**config.mk**
```make
export PLATFORM = sky130hd
export DESIGN_NAME = svc_rv_io_uart_tx
export DESIGN_NICKNAME = d
export VERILOG_FILES = /design/src/rtl/svc_rv_io_uart_pkg.sv /design/src/rtl/svc_rv_io_uart_fifo.sv /design/src/rtl/svc_rv_io_uart_tx.sv
export SDC_FILE = /design/constraint.sdc
export NUM_CORES = 1
export LEC_CHECK = 0
export ABC_CLOCK_PERIOD_IN_PS = 6300
export CORE_ASPECT_RATIO = 1.75
export CORE_UTILIZATION = 57
export CTS_CLUSTER_SIZE = 10
export DETAILED_ROUTE_END_ITERATION = 6
export PLACE_DENSITY = 0.95
export SLEW_MARGIN = 40
export SYNTH_ARGS = -nofsm -noshare
export SYNTH_HDL_FRONTEND = slang
export SYNTH_SLANG_ARGS = --single-unit
export TNS_END_PERCENT = 100
```
**constraint.sdc**
```tcl
create_clock -name clk -period 6.3 [get_ports clk]
set_input_delay 1.26 -clock clk [delete_from_list [all_inputs] [get_ports clk]]
set_output_delay 1.26 -clock clk [all_outputs]
set_load 0.01 [all_outputs]
```
**src/rtl/svc_rv_io_uart_pkg.sv**
```systemverilog
`default_nettype none
// ============================================================================
//  Module   : svc_rv_io_uart_pkg
//  Purpose  : Shared definitions for the io-mapped UART transmitter:
//             register offsets (address bits [3:2]), STATUS bit positions
//             and the transmit state machine encoding.
//  Ports    : none (package)
//  Revision : 1.0 - initial release
// ============================================================================
package svc_rv_io_uart_pkg;

    // Register selects, compared against address bits [3:2]
    localparam logic [1:0] C_REG_TXDATA = 2'd0;
    localparam logic [1:0] C_REG_STATUS = 2'd1;
    localparam logic [1:0] C_REG_TXCNT  = 2'd2;

    // STATUS register bit positions
    localparam int C_STAT_BUSY    = 0;
    localparam int C_STAT_FULL    = 1;
    localparam int C_STAT_EMPTY   = 2;
    localparam int C_STAT_OVF     = 3;
    localparam int C_STAT_CNT_LSB = 8;
    localparam int C_STAT_CNT_MSB = 15;

    // Transmit state machine
    typedef enum logic [1:0] {
        ST_IDLE  = 2'd0,
        ST_START = 2'd1,
        ST_DATA  = 2'd2,
        ST_STOP  = 2'd3
    } uart_state_e;

endpackage : svc_rv_io_uart_pkg
`default_nettype wire

```
**src/rtl/svc_rv_io_uart_fifo.sv**
```systemverilog
`default_nettype none
// ============================================================================
//  Module   : svc_rv_io_uart_fifo
//  Purpose  : Synchronous FIFO with first-word-fall-through read port.
//             A push while full and a pop while empty are ignored.
//  Ports    : clk, rst          - clock, synchronous active-high reset
//             push, push_data   - write strobe and data
//             pop, pop_data     - read strobe and current head entry
//             full, empty       - occupancy flags
//             count             - number of entries, 0..DEPTH
//  Revision : 1.0 - initial release
// ============================================================================
module svc_rv_io_uart_fifo #(
    parameter int DEPTH = 16,
    parameter int WIDTH = 8
) (
    input  logic                       clk,
    input  logic                       rst,
    input  logic                       push,
    input  logic [WIDTH-1:0]           push_data,
    input  logic                       pop,
    output logic [WIDTH-1:0]           pop_data,
    output logic                       full,
    output logic                       empty,
    output logic [$clog2(DEPTH):0]     count
);
    import svc_rv_io_uart_pkg::*;

    localparam int AW = $clog2(DEPTH);
    localparam int CW = AW + 1;

    logic [WIDTH-1:0] r_mem [DEPTH];
    logic [AW-1:0]    r_wr_ptr;
    logic [AW-1:0]    r_rd_ptr;
    logic [CW-1:0]    r_count;
    logic             w_do_push;
    logic             w_do_pop;

    assign full      = (r_count == CW'(DEPTH));
    assign empty     = (r_count == '0);
    assign count     = r_count;
    assign pop_data  = r_mem[r_rd_ptr];
    assign w_do_push = push && !full;
    assign w_do_pop  = pop && !empty;

    // Storage is deliberately not reset; the pointers define validity.
    always_ff @(posedge clk) begin
        if (w_do_push) begin
            r_mem[r_wr_ptr] <= push_data;
        end
    end

    // DEPTH is a power of two, so pointers wrap naturally.
    always_ff @(posedge clk) begin
        if (rst) begin
            r_wr_ptr <= '0;
            r_rd_ptr <= '0;
            r_count  <= '0;
        end else begin
            if (w_do_push) begin
                r_wr_ptr <= r_wr_ptr + AW'(1);
            end
            if (w_do_pop) begin
                r_rd_ptr <= r_rd_ptr + AW'(1);
            end
            case ({w_do_push, w_do_pop})
                2'b10:   r_count <= r_count + CW'(1);
                2'b01:   r_count <= r_count - CW'(1);
                default: r_count <= r_count;
            endcase
        end
    end

endmodule : svc_rv_io_uart_fifo
`default_nettype wire

```
**src/rtl/svc_rv_io_uart_tx.sv**
```systemverilog
`default_nettype none
// ============================================================================
//  Module   : svc_rv_io_uart_tx
//  Purpose  : io-mapped 8N1 UART transmitter with a TX FIFO.
//             Registers (address bits [3:2]):
//               0 TXDATA  write byte lane 0 pushes a byte, reads 0
//               1 STATUS  {count[15:8], ovf, empty, full, busy}; write
//                         bit3 clears ovf
//               2 TXCNT   completed frame count (optional)
//               3         reads 0, writes ignored
//  Ports    : clk, rst                     - clock, sync active-high reset
//             io_raddr, io_rdata           - combinational read port
//             io_wen, io_waddr, io_wdata,
//             io_wstrb                     - write port
//             txd                          - serial output, idle high
//  Config   : define SVC_RV_IO_UART_TX_CNT_EN to include the 32-bit TXCNT
//             frame counter; otherwise TXCNT reads 0.
//  Revision : 1.0 - initial release
// ============================================================================
module svc_rv_io_uart_tx
    import svc_rv_io_uart_pkg::*;
#(
    parameter int XLEN       = 32,
    parameter int CLK_FREQ   = 100_000_000,
    parameter int BAUD       = 115_200,
    parameter int FIFO_DEPTH = 16
) (
    input  logic                clk,
    input  logic                rst,
    input  logic [XLEN-1:0]     io_raddr,
    output logic [XLEN-1:0]     io_rdata,
    input  logic                io_wen,
    input  logic [XLEN-1:0]     io_waddr,
    input  logic [XLEN-1:0]     io_wdata,
    input  logic [XLEN/8-1:0]   io_wstrb,
    output logic                txd
);

    localparam int CLKS_PER_BIT = CLK_FREQ / BAUD;
    localparam int CNT_W        = (CLKS_PER_BIT > 2) ? $clog2(CLKS_PER_BIT) : 1;
    localparam int FCNT_W       = $clog2(FIFO_DEPTH) + 1;
    localparam logic [CNT_W-1:0] BIT_LAST = CNT_W'(CLKS_PER_BIT - 1);

    // ------------------------------------------------------------------
    // Write decode
    // ------------------------------------------------------------------
    logic w_wr_txdata;
    logic w_clr_ovf;
    logic w_ovf_set;

    assign w_wr_txdata = io_wen && (io_waddr[3:2] == C_REG_TXDATA) && io_wstrb[0];
    assign w_clr_ovf   = io_wen && (io_waddr[3:2] == C_REG_STATUS) && io_wstrb[0]
                         && io_wdata[C_STAT_OVF];

    // ------------------------------------------------------------------
    // FIFO
    // ------------------------------------------------------------------
    logic              w_pop;
    logic [7:0]        w_head;
    logic              w_full;
    logic              w_empty;
    logic [FCNT_W-1:0] w_count;

    svc_rv_io_uart_fifo #(
        .DEPTH (FIFO_DEPTH),
        .WIDTH (8)
    ) u_fifo (
        .clk       (clk),
        .rst       (rst),
        .push      (w_wr_txdata),
        .push_data (io_wdata[7:0]),
        .pop       (w_pop),
        .pop_data  (w_head),
        .full      (w_full),
        .empty     (w_empty),
        .count     (w_count)
    );

    // Fullness is judged before any same-cycle pop: the byte is dropped.
    assign w_ovf_set = w_wr_txdata && w_full;

    logic r_ovf;
    always_ff @(posedge clk) begin
        if (rst) begin
            r_ovf <= 1'b0;
        end else if (w_ovf_set) begin
            r_ovf <= 1'b1;
        end else if (w_clr_ovf) begin
            r_ovf <= 1'b0;
        end
    end

    // ------------------------------------------------------------------
    // Transmit state machine
    // ------------------------------------------------------------------
    uart_state_e      r_state, w_state_n;
    logic [CNT_W-1:0] r_cnt, w_cnt_n;
    logic [2:0]       r_idx, w_idx_n;
    logic [7:0]       r_shift, w_shift_n;
    logic             r_txd, w_txd_n;
    logic             w_cnt_last;
    logic             w_frame_done;

    always_ff @(posedge clk) begin
        if (rst) begin
            r_state <= ST_IDLE;
            r_cnt   <= '0;
            r_idx   <= '0;
            r_shift <= '0;
            r_txd   <= 1'b1;
        end else begin
            r_state <= w_state_n;
            r_cnt   <= w_cnt_n;
            r_idx   <= w_idx_n;
            r_shift <= w_shift_n;
            r_txd   <= w_txd_n;
        end
    end

    assign w_cnt_last = (r_cnt == BIT_LAST);

    // txd is registered from the current state, so the line lags the
    // state by one cycle; every bit still lasts CLKS_PER_BIT cycles.
    always_comb begin
        w_state_n    = r_state;
        w_cnt_n      = r_cnt;
        w_idx_n      = r_idx;
        w_shift_n    = r_shift;
        w_txd_n      = 1'b1;
        w_pop        = 1'b0;
        w_frame_done = 1'b0;
        case (r_state)
            ST_IDLE: begin
                if (!w_empty) begin
                    w_pop     = 1'b1;
                    w_shift_n = w_head;
                    w_cnt_n   = '0;
                    w_state_n = ST_START;
                end
            end
            ST_START: begin
                w_txd_n = 1'b0;
                if (w_cnt_last) begin
                    w_cnt_n   = '0;
                    w_idx_n   = '0;
                    w_state_n = ST_DATA;
                end else begin
                    w_cnt_n = r_cnt + CNT_W'(1);
                end
            end
            ST_DATA: begin
                w_txd_n = r_shift[0];
                if (w_cnt_last) begin
                    w_cnt_n   = '0;
                    w_shift_n = {1'b0, r_shift[7:1]};
                    if (r_idx == 3'd7) begin
                        w_state_n = ST_STOP;
                    end else begin
                        w_idx_n = r_idx + 3'd1;
                    end
                end else begin
                    w_cnt_n = r_cnt + CNT_W'(1);
                end
            end
            ST_STOP: begin
                if (w_cnt_last) begin
                    w_frame_done = 1'b1;
                    w_cnt_n      = '0;
                    // Chain straight into the next frame when data waits.
                    if (!w_empty) begin
                        w_pop     = 1'b1;
                        w_shift_n = w_head;
                        w_state_n = ST_START;
                    end else begin
                        w_state_n = ST_IDLE;
                    end
                end else begin
                    w_cnt_n = r_cnt + CNT_W'(1);
                end
            end
            default: w_state_n = ST_IDLE;
        endcase
    end

    assign txd = r_txd;

    // ------------------------------------------------------------------
    // Frame counter
    // ------------------------------------------------------------------
    logic [31:0] w_txcnt;
`ifdef SVC_RV_IO_UART_TX_CNT_EN
    logic [31:0] r_txcnt;
    always_ff @(posedge clk) begin
        if (rst) begin
            r_txcnt <= '0;
        end else if (w_frame_done) begin
            r_txcnt <= r_txcnt + 32'd1;
        end
    end
    assign w_txcnt = r_txcnt;
`else
    logic w_unused_frame_done;
    assign w_unused_frame_done = w_frame_done;
    assign w_txcnt = '0;
`endif

    // ------------------------------------------------------------------
    // Read mux
    // ------------------------------------------------------------------
    always_comb begin
        io_rdata = '0;
        case (io_raddr[3:2])
            C_REG_STATUS: begin
                io_rdata[C_STAT_BUSY]  = (r_state != ST_IDLE);
                io_rdata[C_STAT_FULL]  = w_full;
                io_rdata[C_STAT_EMPTY] = w_empty;
                io_rdata[C_STAT_OVF]   = r_ovf;
                io_rdata[C_STAT_CNT_MSB:C_STAT_CNT_LSB] = 8'(w_count);
            end
            C_REG_TXCNT: io_rdata = XLEN'(w_txcnt);
            default:     io_rdata = '0;
        endcase
    end

    // Only address bits [3:2], data byte 0 and byte lane 0 matter.
    logic w_unused_ok;
    assign w_unused_ok = ^{io_raddr[XLEN-1:4], io_raddr[1:0],
                           io_waddr[XLEN-1:4], io_waddr[1:0],
                           io_wdata[XLEN-1:8], io_wstrb[XLEN/8-1:1]};

endmodule : svc_rv_io_uart_tx
`default_nettype wire

```
==> flow_summary.ini, run 1 <==
[clock_tree]
cts_sinks = 170
cts_setup_buffers = 0
numCtsBuffers = 17
cts_hold_buf = 0
cts-root-buf = clkbuf_16
cts_tree = yes
cts_buffer_depth = 2
clkLatencyLatePin_ns = 0.43
ctsResizeCount = 0
htreeDepth = 4
path_clk_slew_ns = 0.07

[sta]
setup_viol = 0
finalHoldViolCount = 0
slew_viol_final = 0
grt_setup_unrepaired = false
final.setup_skew_ns = 0.0130
slew_headroom = 0.486
min_period_ns = 4.39
setup_tns_ns = 0
period_share = 0.696
worst_slew_pin_slew_ns = 0.771
fmax_ghz = 0.228

[logic_synthesis]
async_flop_share = 0
syn-mean-instance-area_sq_um = 14.9
synth_area_sq_um = 7430
ys_types = 54
synth_seq_area_share = 0.630
synth-seq-cells = 170
synth_cells = 500
synth-edff-count = 128
synth_top_flop_cell = edfxtp_1
yosysWarnings = 0

[global_routing]
grt_use_met2 = 0.436
grt-busiest-layer = met2
antenna_found_initial = 1
grt_pass1_wl_microns = 24400
grt_use_met1 = 0.276
grt_pass1_vias = 4621
grt_max_degree = 42
grtUsageMet3 = 0.0508
grt.total_usage = 0.250
overflow = 0

[cells_and_area]
layout-drive-gt1-share = 0.158
instances_no_fill = 700
area_growth_pct = 11.6
final_area_sq_um = 8290
nets = 639
finish.utilization = 0.660

[setup_path]
cp.required_ns = 6.62
crit_top_cell = ha_1
start_kind = input port
r2r_setup_slack_ns = 2.56
crit_path_start = io_wstrb[0]
end_kind = flop
cpPeakStageDelay_ns = 0.74
worstReg2RegStart = u_fifo.count[2]
worstPathArrival_ns = 4.71
crit_fanout = 12
cp_cell_sequence = clkdlybuf4s50_1 > nand2_1 > a2111oi_4 > inv_1 > ha_1 > xor2_1 > ha_1 > o21a_1 > o21ai_0 > nand2b_1 > a211oi_1 > mux2_2
critPathKind = input port to flop
cp_slowest_cell = a2111oi_4

[power]
p_leak_nw = 2.76
powerDensity_nw_per_um2 = 377
power_mw = 3.13
ir_drop_v = 0.000445

[placed_design]
dpl-instance-area_sq_um = 7700
dp_cells = 667
gp_congestion = 0.880
portBuffers = 25
dp_hpwl_microns = 10200

[route]
drcViolationCount = 0
wirelength_microns = 15500
antenna_left = 0
vias_per_cell = 6.30
drtIter0Drc = 415
num_vias = 4413
dr.pass1.iters = 5
wl_per_cell_microns = 22.1

[floorplan]
rows = 54
io_pins = 136
die_h_microns = 153
placeableCoreArea_sq_um = 12600
start_util = 0.591
die-area_sq_um = 13500
die_w_microns = 88.3

[job]
maxCapViolCount = 0

[worst_hold_path]
hp-class = flop to flop
min_from = r_idx[1]

[run_status]
outcome = finished clean
[metrics by stage]
stage	setup WS [ns]	hold WS, ns
2_1_floorplan	2.65	0.436
3_3_place_gp	1.43	0.443
3_5_place_dp	1.56	0.463
4_1_cts	1.96	0.473
5_1_grt	1.76	0.498
6_report	1.91	0.472
[layer usage]
layer	routed length, microns	up-vias
met5	0	-
met3	874	49
met4	654	0
li1	-	1910
met1	5250	2207
met2	8680	247
[cell usage in the layout (no fill, tap or decap), types with 4 or more instances in the layout]
master	synthesis	routed
nand2_1	19	19
inv_6	0	4
mux2i_1	7	7
nand2b_1	4	4
a311oi_1	7	7
a22oi_1	16	16
xor2_1	7	7
dfxtp_1	42	41
inv_8	0	5
edfxtp_1	128	128
clkdlybuf4s50_1	0	25
inv_1	7	7
nor2_1	26	26
ha_1	18	17
nor3_2	8	8
o21ai_0	6	6
conb_1	1	23
or3_1	5	5
nand3b_1	4	4
and3_1	5	5
mux4_2	31	31
a21oi_1	21	21
a211oi_1	9	9
and4_1	4	4
nor2b_1	14	14
and2_1	22	22
clkbuf_16	0	17
[power by group]
part,internal (mW),switching [mW]
Clock,0.533,0.484
Combinational,0.327,0.465
Sequential,1.25,0.0687
[synth_stat cells, drive strengths merged (6+ instances only)]
master	n	area share
nor2b	14	0.012
clkbuf	12	0.0061
ha	18	0.030
and2	23	0.019
a21oi	21	0.014
inv	7	0.0035
dfxtp	42	0.11
edfxtp	128	0.52
nor3	11	0.013
a311oi	7	0.0082
a211oi	9	0.0091
mux4	31	0.094
buf	38	0.036
mux2i	7	0.0094
nand2	19	0.0096
o21ai	6	0.0040
xor2	7	0.0082
a22oi	16	0.016
nor2	27	0.015
[area by class of cell]
class,instances,area [sq um]
sequential,170,4690
fill,822,4280
multi-input combinational,295,2510
clock buffer,17,425
timing repair buffer,27,265
tap,168,210
clock inverter,15,165
inverter,7,26.3
antenna,1,2.50
[registers in the layout (all words and copies together), names as in the netlist, named ones only]
signal and flops:
r_ovf 1, r_state 2, u_fifo.r_wr_ptr 4, u_fifo.r_mem 128, u_fifo.count 5, r_cnt 10
u_fifo.r_rd_ptr 4, r_shift 8, r_idx 3, txd 1
[critical path, delay by kind of cell]
kind                       cells  cell delay, ns
AOI/OAI and AO/OA              4            1.44
xor gates and xnor gates       1            0.19
adders and majority gates      2            0.61
buffers and inverters          2            0.65
muxes                          1            0.37
and+or+nand+nor                2            0.17
[path summary, 6_finish.rpt]
| kind | end | cells after the start |
|---|---|---|
| hold / removal | r_idx[1] | 2 |
| hold reg to reg | r_idx[1] | 2 |
| setup / recovery | u_fifo.count[4] | 12 |
| setup reg to reg | u_fifo.count[4] | 11 |
[cell families after synthesis]
logic type	Yosys count	share of synthesized area
flops	170	0.630
simple gates	129	0.104
compound gates	75	0.0712
buf+inv	57	0.0453
mux	40	0.106
fa+ha+maj	18	0.0303
xor+xnor	10	0.0118
other cells	1	0.000505
No activity file was read; power rests on OpenSTA's default activity.
==> inputs of run 2 (changes only) <==
- ABC_CLOCK_PERIOD_IN_PS: 6300 -> 4300
- CORE_UTILIZATION: 57 -> 52
- PLACE_DENSITY: 0.95 -> 0.89
- clock period: 6.3 -> 4.3 ns (I/O delays scaled with it)
==> flow_summary.ini, run 2 (synthesis results as in run 1) <==
[route]
drcViolationCount = 0
wirelength_microns = 15000
drtIter0Drc = 353
wl_per_cell_microns = 21.0
num_vias = 4303
dr.pass1.iters = 5
vias_per_cell = 6.04
antenna_left = 0

[clock_tree]
cts_buffer_depth = 2
htreeDepth = 4
cts_tree = yes
cts-root-buf = clkbuf_16
ctsResizeCount = 0
path_clk_slew_ns = 0.07
cts_setup_buffers = 0
cts_sinks = 170
numCtsBuffers = 17
clkLatencyLatePin_ns = 0.42
cts_hold_buf = 0

[power]
power_frac_seq = 0.421
powerDensity_nw_per_um2 = 553
swShare = 0.311
ir_drop_v = 0.000580
internal_power_mw = 3.16
p_switching_mw = 1.43
pwr-share-clk = 0.323
p_comb_frac = 0.256
power_mw = 4.59
p_leak_nw = 2.77

[setup_path]
cpPeakStageDelay_ns = 0.47
cp_cell_sequence = clkdlybuf4s50_1 > nand2_1 > a2111oi_2 > inv_1 > ha_1 > xor2_1 > ha_1 > o21a_1 > o21ai_0 > nand2b_1 > a211oi_1 > mux2_2
worstPathArrival_ns = 3.82
crit_top_cell = ha_1
start_kind = input port
crit_fanout = 8
cp.required_ns = 4.61
critPathKind = input port to flop
cp_slowest_cell = clkdlybuf4s50_1
end_kind = flop

[global_routing]
grt_pass1_vias = 4386
grt_use_met1 = 0.235
grt_pass1_wl_microns = 23500
grtUsageMet3 = 0.0467
antenna_found_initial = 0
grt.total_usage = 0.214
grt-busiest-layer = met2
overflow = 0
grt_use_met2 = 0.376
grt_max_degree = 27

[cells_and_area]
most-common-layout-cells = edfxtp_1, dfxtp_1, mux4_2, nor2_1, clkdlybuf4s50_1
largest_reg_flops = 128
largestRegisters = u_fifo.r_mem (128), r_cnt (10), r_shift (8)
regArea_sq_um = 4690
area_growth_pct = 11.7
multi_input_area_sq_um = 2500
diodes = 0
layout-drive-gt1-share = 0.163
num-fill-cells = 976
final_common_cell = edfxtp_1
nets = 643
top_register = u_fifo.r_mem

[sta]
period_share = 0.815
setup_viol = 0
final.setup_skew_ns = 0.00702
worst_slew_pin_slew_ns = 0.680
grt_setup_unrepaired = false
slew_viol_final = 0
fmax_ghz = 0.285
min_period_ns = 3.51
finalHoldViolCount = 0
setup_tns_ns = 0
slew_headroom = 0.546

[floorplan]
io_pins = 136
start_util = 0.534
placeableCoreArea_sq_um = 13900
rows = 57
die_h_microns = 160
die_w_microns = 92.4
die-area_sq_um = 14800

[worst_hold_path]
hp-class = flop to flop

[job]
maxCapViolCount = 0

[placed_design]
gp_congestion = 0.846
dp_hpwl_microns = 9890
portBuffers = 25

[run_status]
outcome = finished clean
==> run 2: cell count changes in the layout (fill, tap and decap cells not counted), moves of 2 or more <==
| cell | delta |
|---|---|
| buf_4 | +4 |
| clkbuf_1 | +2 |
| clkinv_8 | -3 |
| inv_8 | -2 |
==> run 2: worst paths after layout <==
path	start	end	slack, ns	cells after the start
max	io_wstrb[0]	u_fifo.count[4]	0.79	12
min	r_shift[7]	r_shift[7]	0.46	2
max reg2reg	r_state[0]	u_fifo.count[4]	0.88	13
min reg2reg	r_shift[7]	r_shift[7]	0.46	2
==> run 2: per-stage QoR <==
step / cell area [sq um] / worst slack [ns] / std cells / util / hold WS [ns]
finish: 8300 / 0.793 / 712 / 0.597 / 0.462
global route: 8300 / 0.548 / 712 / 0.597 / 0.501
CTS: 8300 / 0.782 / 712 / 0.597 / 0.464
detailed placement: 7720 / 0.337 / 680 / 0.555 / 0.454
global placement: 7720 / 0.453 / 680 / 0.555 / 0.442
floorplan: 7510 / 1.05 / 522 / - / 0.436
==> run 2: worst max-delay path: cells and delay by family <==
family | cells | cell delay (ns)
buffers and inverters | 2 | 0.61
AO/OA/AOI/OAI | 4 | 1.03
AND/OR/NAND/NOR | 2 | 0.14
multiplexers | 1 | 0.37
XOR/XNOR | 1 | 0.19
adder cells (fa/ha/maj) | 2 | 0.60
==> run 2: power groups by stage <==
stage	sequential (mW)	clock (mW)	combinational (mW)
5_1_grt	1.95	1.55	1.28
4_1_cts	1.93	1.49	1.17
3_5_place_dp	1.97	0	1.16
2_1_floorplan	1.91	0	0.964
3_3_place_gp	1.96	0	1.09
6_report	1.93	1.48	1.17
==> run 2: layout make-up <==
cell class | count | share of cell area
inverters | 7 | 0.00317
flip-flops and latches | 170 | 0.565
well taps | 177 | 0.0267
clock buffers | 20 | 0.0538
repair buffers | 31 | 0.0350
clock inverters | 12 | 0.0158
multi-input cells | 295 | 0.301
==> run 2: metal layers <==
layer | part of all wire | routed length [microns]
met3 | 0.051 | 763
met4 | 0.049 | 727
met5 | 0 | 0
met1 | 0.36 | 5420
met2 | 0.54 | 8070
==> inputs of run 3 (changes only) <==
- ABC_CLOCK_PERIOD_IN_PS: 4300 -> 3080
- CORE_UTILIZATION: 52 -> 47
- PLACE_DENSITY: 0.89 -> 0.86
- clock period: 4.3 -> 3.08 ns (I/O delays scaled with it)
==> flow_summary.ini, run 3 (synthesis results as in run 1) <==
[run_status]
outcome = finished clean

[cells_and_area]
largestRegisters = u_fifo.r_mem (128), r_cnt (10), r_shift (8)
num-fill-cells = 1105
nets = 661
multi_input_area_sq_um = 2520
layout-drive-gt1-share = 0.195
largest_reg_flops = 128
diodes = 0
final_area_sq_um = 8570
most-common-layout-cells = edfxtp_1, dfxtp_1, mux4_2, nor2_1, clkdlybuf4s50_1
top_register = u_fifo.r_mem
finish.utilization = 0.557
regArea_sq_um = 4690
area_growth_pct = 15.3
final_common_cell = edfxtp_1

[sta]
grt_setup_unrepaired = false
finalHoldViolCount = 0
setup_viol = 0
worst_slew_pin_slew_ns = 0.839
fmax_ghz = 0.337
period_share = 0.963
final.setup_skew_ns = 0.00777
slew_viol_final = 0
slew_headroom = 0.440
min_period_ns = 2.97

[floorplan]
rows = 60
die_h_microns = 168
placeableCoreArea_sq_um = 15400
die_w_microns = 97.1
die-area_sq_um = 16300
start_util = 0.483
io_pins = 136

[clock_tree]
cts_sinks = 170
path_clk_slew_ns = 0.07
clkLatencyLatePin_ns = 0.43
htreeDepth = 4
cts_tree = yes
cts-root-buf = clkbuf_16
cts_buffer_depth = 2
cts_setup_buffers = 0
numCtsBuffers = 17

[power]
p_leak_nw = 2.90
powerDensity_nw_per_um2 = 783
ir_drop_v = 0.000707

[placed_design]
portBuffers = 25
dp_hpwl_microns = 10200
gp_congestion = 0.800
dpl-instance-area_sq_um = 7930

[global_routing]
antenna_found_initial = 0
grt_use_met1 = 0.200
grt_max_degree = 25
grt-busiest-layer = met2
grt_use_met2 = 0.367
overflow = 0
grt_pass1_wl_microns = 24000
grt.total_usage = 0.196
grtUsageMet3 = 0.0399
grt_pass1_vias = 4509

[route]
wirelength_microns = 15300
drtIter0Drc = 375
num_vias = 4397
vias_per_cell = 5.95
drcViolationCount = 0
antenna_left = 0
wl_per_cell_microns = 20.6
dr.pass1.iters = 5

[setup_path]
start_kind = flop
cp_cell_sequence = ha_1 > and4bb_2 > a41oi_2 > nor3_2 > ha_2 > xor2_1 > ha_1 > o21a_1 > o21ai_1 > nand2b_1 > a211oi_1 > mux2_2
worstPathArrival_ns = 3.29
crit_top_cell = ha_1
cp_slowest_cell = dfxtp_1
critPathKind = flop to flop
cpPeakStageDelay_ns = 0.37
critPathBufInv = 0
critPathTopFamily = compound AO/OA/AOI/OAI gates
end_kind = flop
cp.required_ns = 3.41
crit_fanout = 4

[worst_hold_path]
hp-class = flop to flop

[job]
maxCapViolCount = 0
[run 3: what timing repair did]
item	CTS	global route
pin swaps	0	2
resized for setup	1	4
setup endpoints to repair	1	1
hold buffers	0	0
[run 3: metrics by stage]
| stage | setup slack [ns] | power (mW) | cells | TNS (ns) | hold slack [ns] |
|---|---|---|---|---|---|
| floorplan | 0.0279 | 4.01 | 522 | 0 | 0.436 |
| CTS | 0.0521 | 6.71 | 739 | 0 | 0.481 |
| detailed placement | -0.460 | 4.50 | 707 | -0.719 | 0.471 |
| global route | 0.00219 | 6.97 | 739 | 0 | 0.510 |
| global placement | -0.370 | 4.39 | 707 | -0.535 | 0.445 |
| finish | 0.115 | 6.71 | 739 | 0 | 0.482 |
[run 3: per-layer routing]
layer | wire length [microns] | part of all wire
met2 | 8570 | 0.56
met1 | 5350 | 0.35
met3 | 800 | 0.052
met5 | 0 | 0
met4 | 531 | 0.035
[run 3: cell type report]
type	count	share of cell area
repair buffers	49	0.0575
flip-flops and latches	170	0.547
clock buffers	17	0.0496
well taps	186	0.0271
clock inverters	15	0.0225
multi-input cells	295	0.294
inverters	7	0.00307
[run 3: path summary, 6_finish.rpt]
check / to / slack (ns) / from / cells after the start
min: r_shift[7] / 0.48 / r_shift[7] / 2
max: u_fifo.count[4] / 0.11 / r_cnt[0] / 12
min reg2reg: r_shift[7] / 0.48 / r_shift[7] / 2
max reg2reg: u_fifo.count[4] / 0.11 / r_cnt[0] / 12
[run 3: worst register-to-register path, delay by kind of cell, from the launching register on]
family                     cells  cell delay [ns]
and+or+nand+nor                3             0.60
xor gates and xnor gates       1             0.09
DFF                            1             0.37
muxes                          1             0.36
AOI/OAI and AO/OA              4             0.75
adders and majority gates      3             0.70
[run 3: power by group]
| part | internal (mW) | switching, mW | leakage (nW) | total, mW |
|---|---|---|---|---|
| sequential | 2.56 | 0.106 | 1.49 | 2.66 |
| combinational | 0.801 | 1.04 | 1.11 | 1.84 |
| clock | 1.18 | 1.02 | 0.304 | 2.20 |
| total | 4.54 | 2.17 | 2.90 | 6.71 |
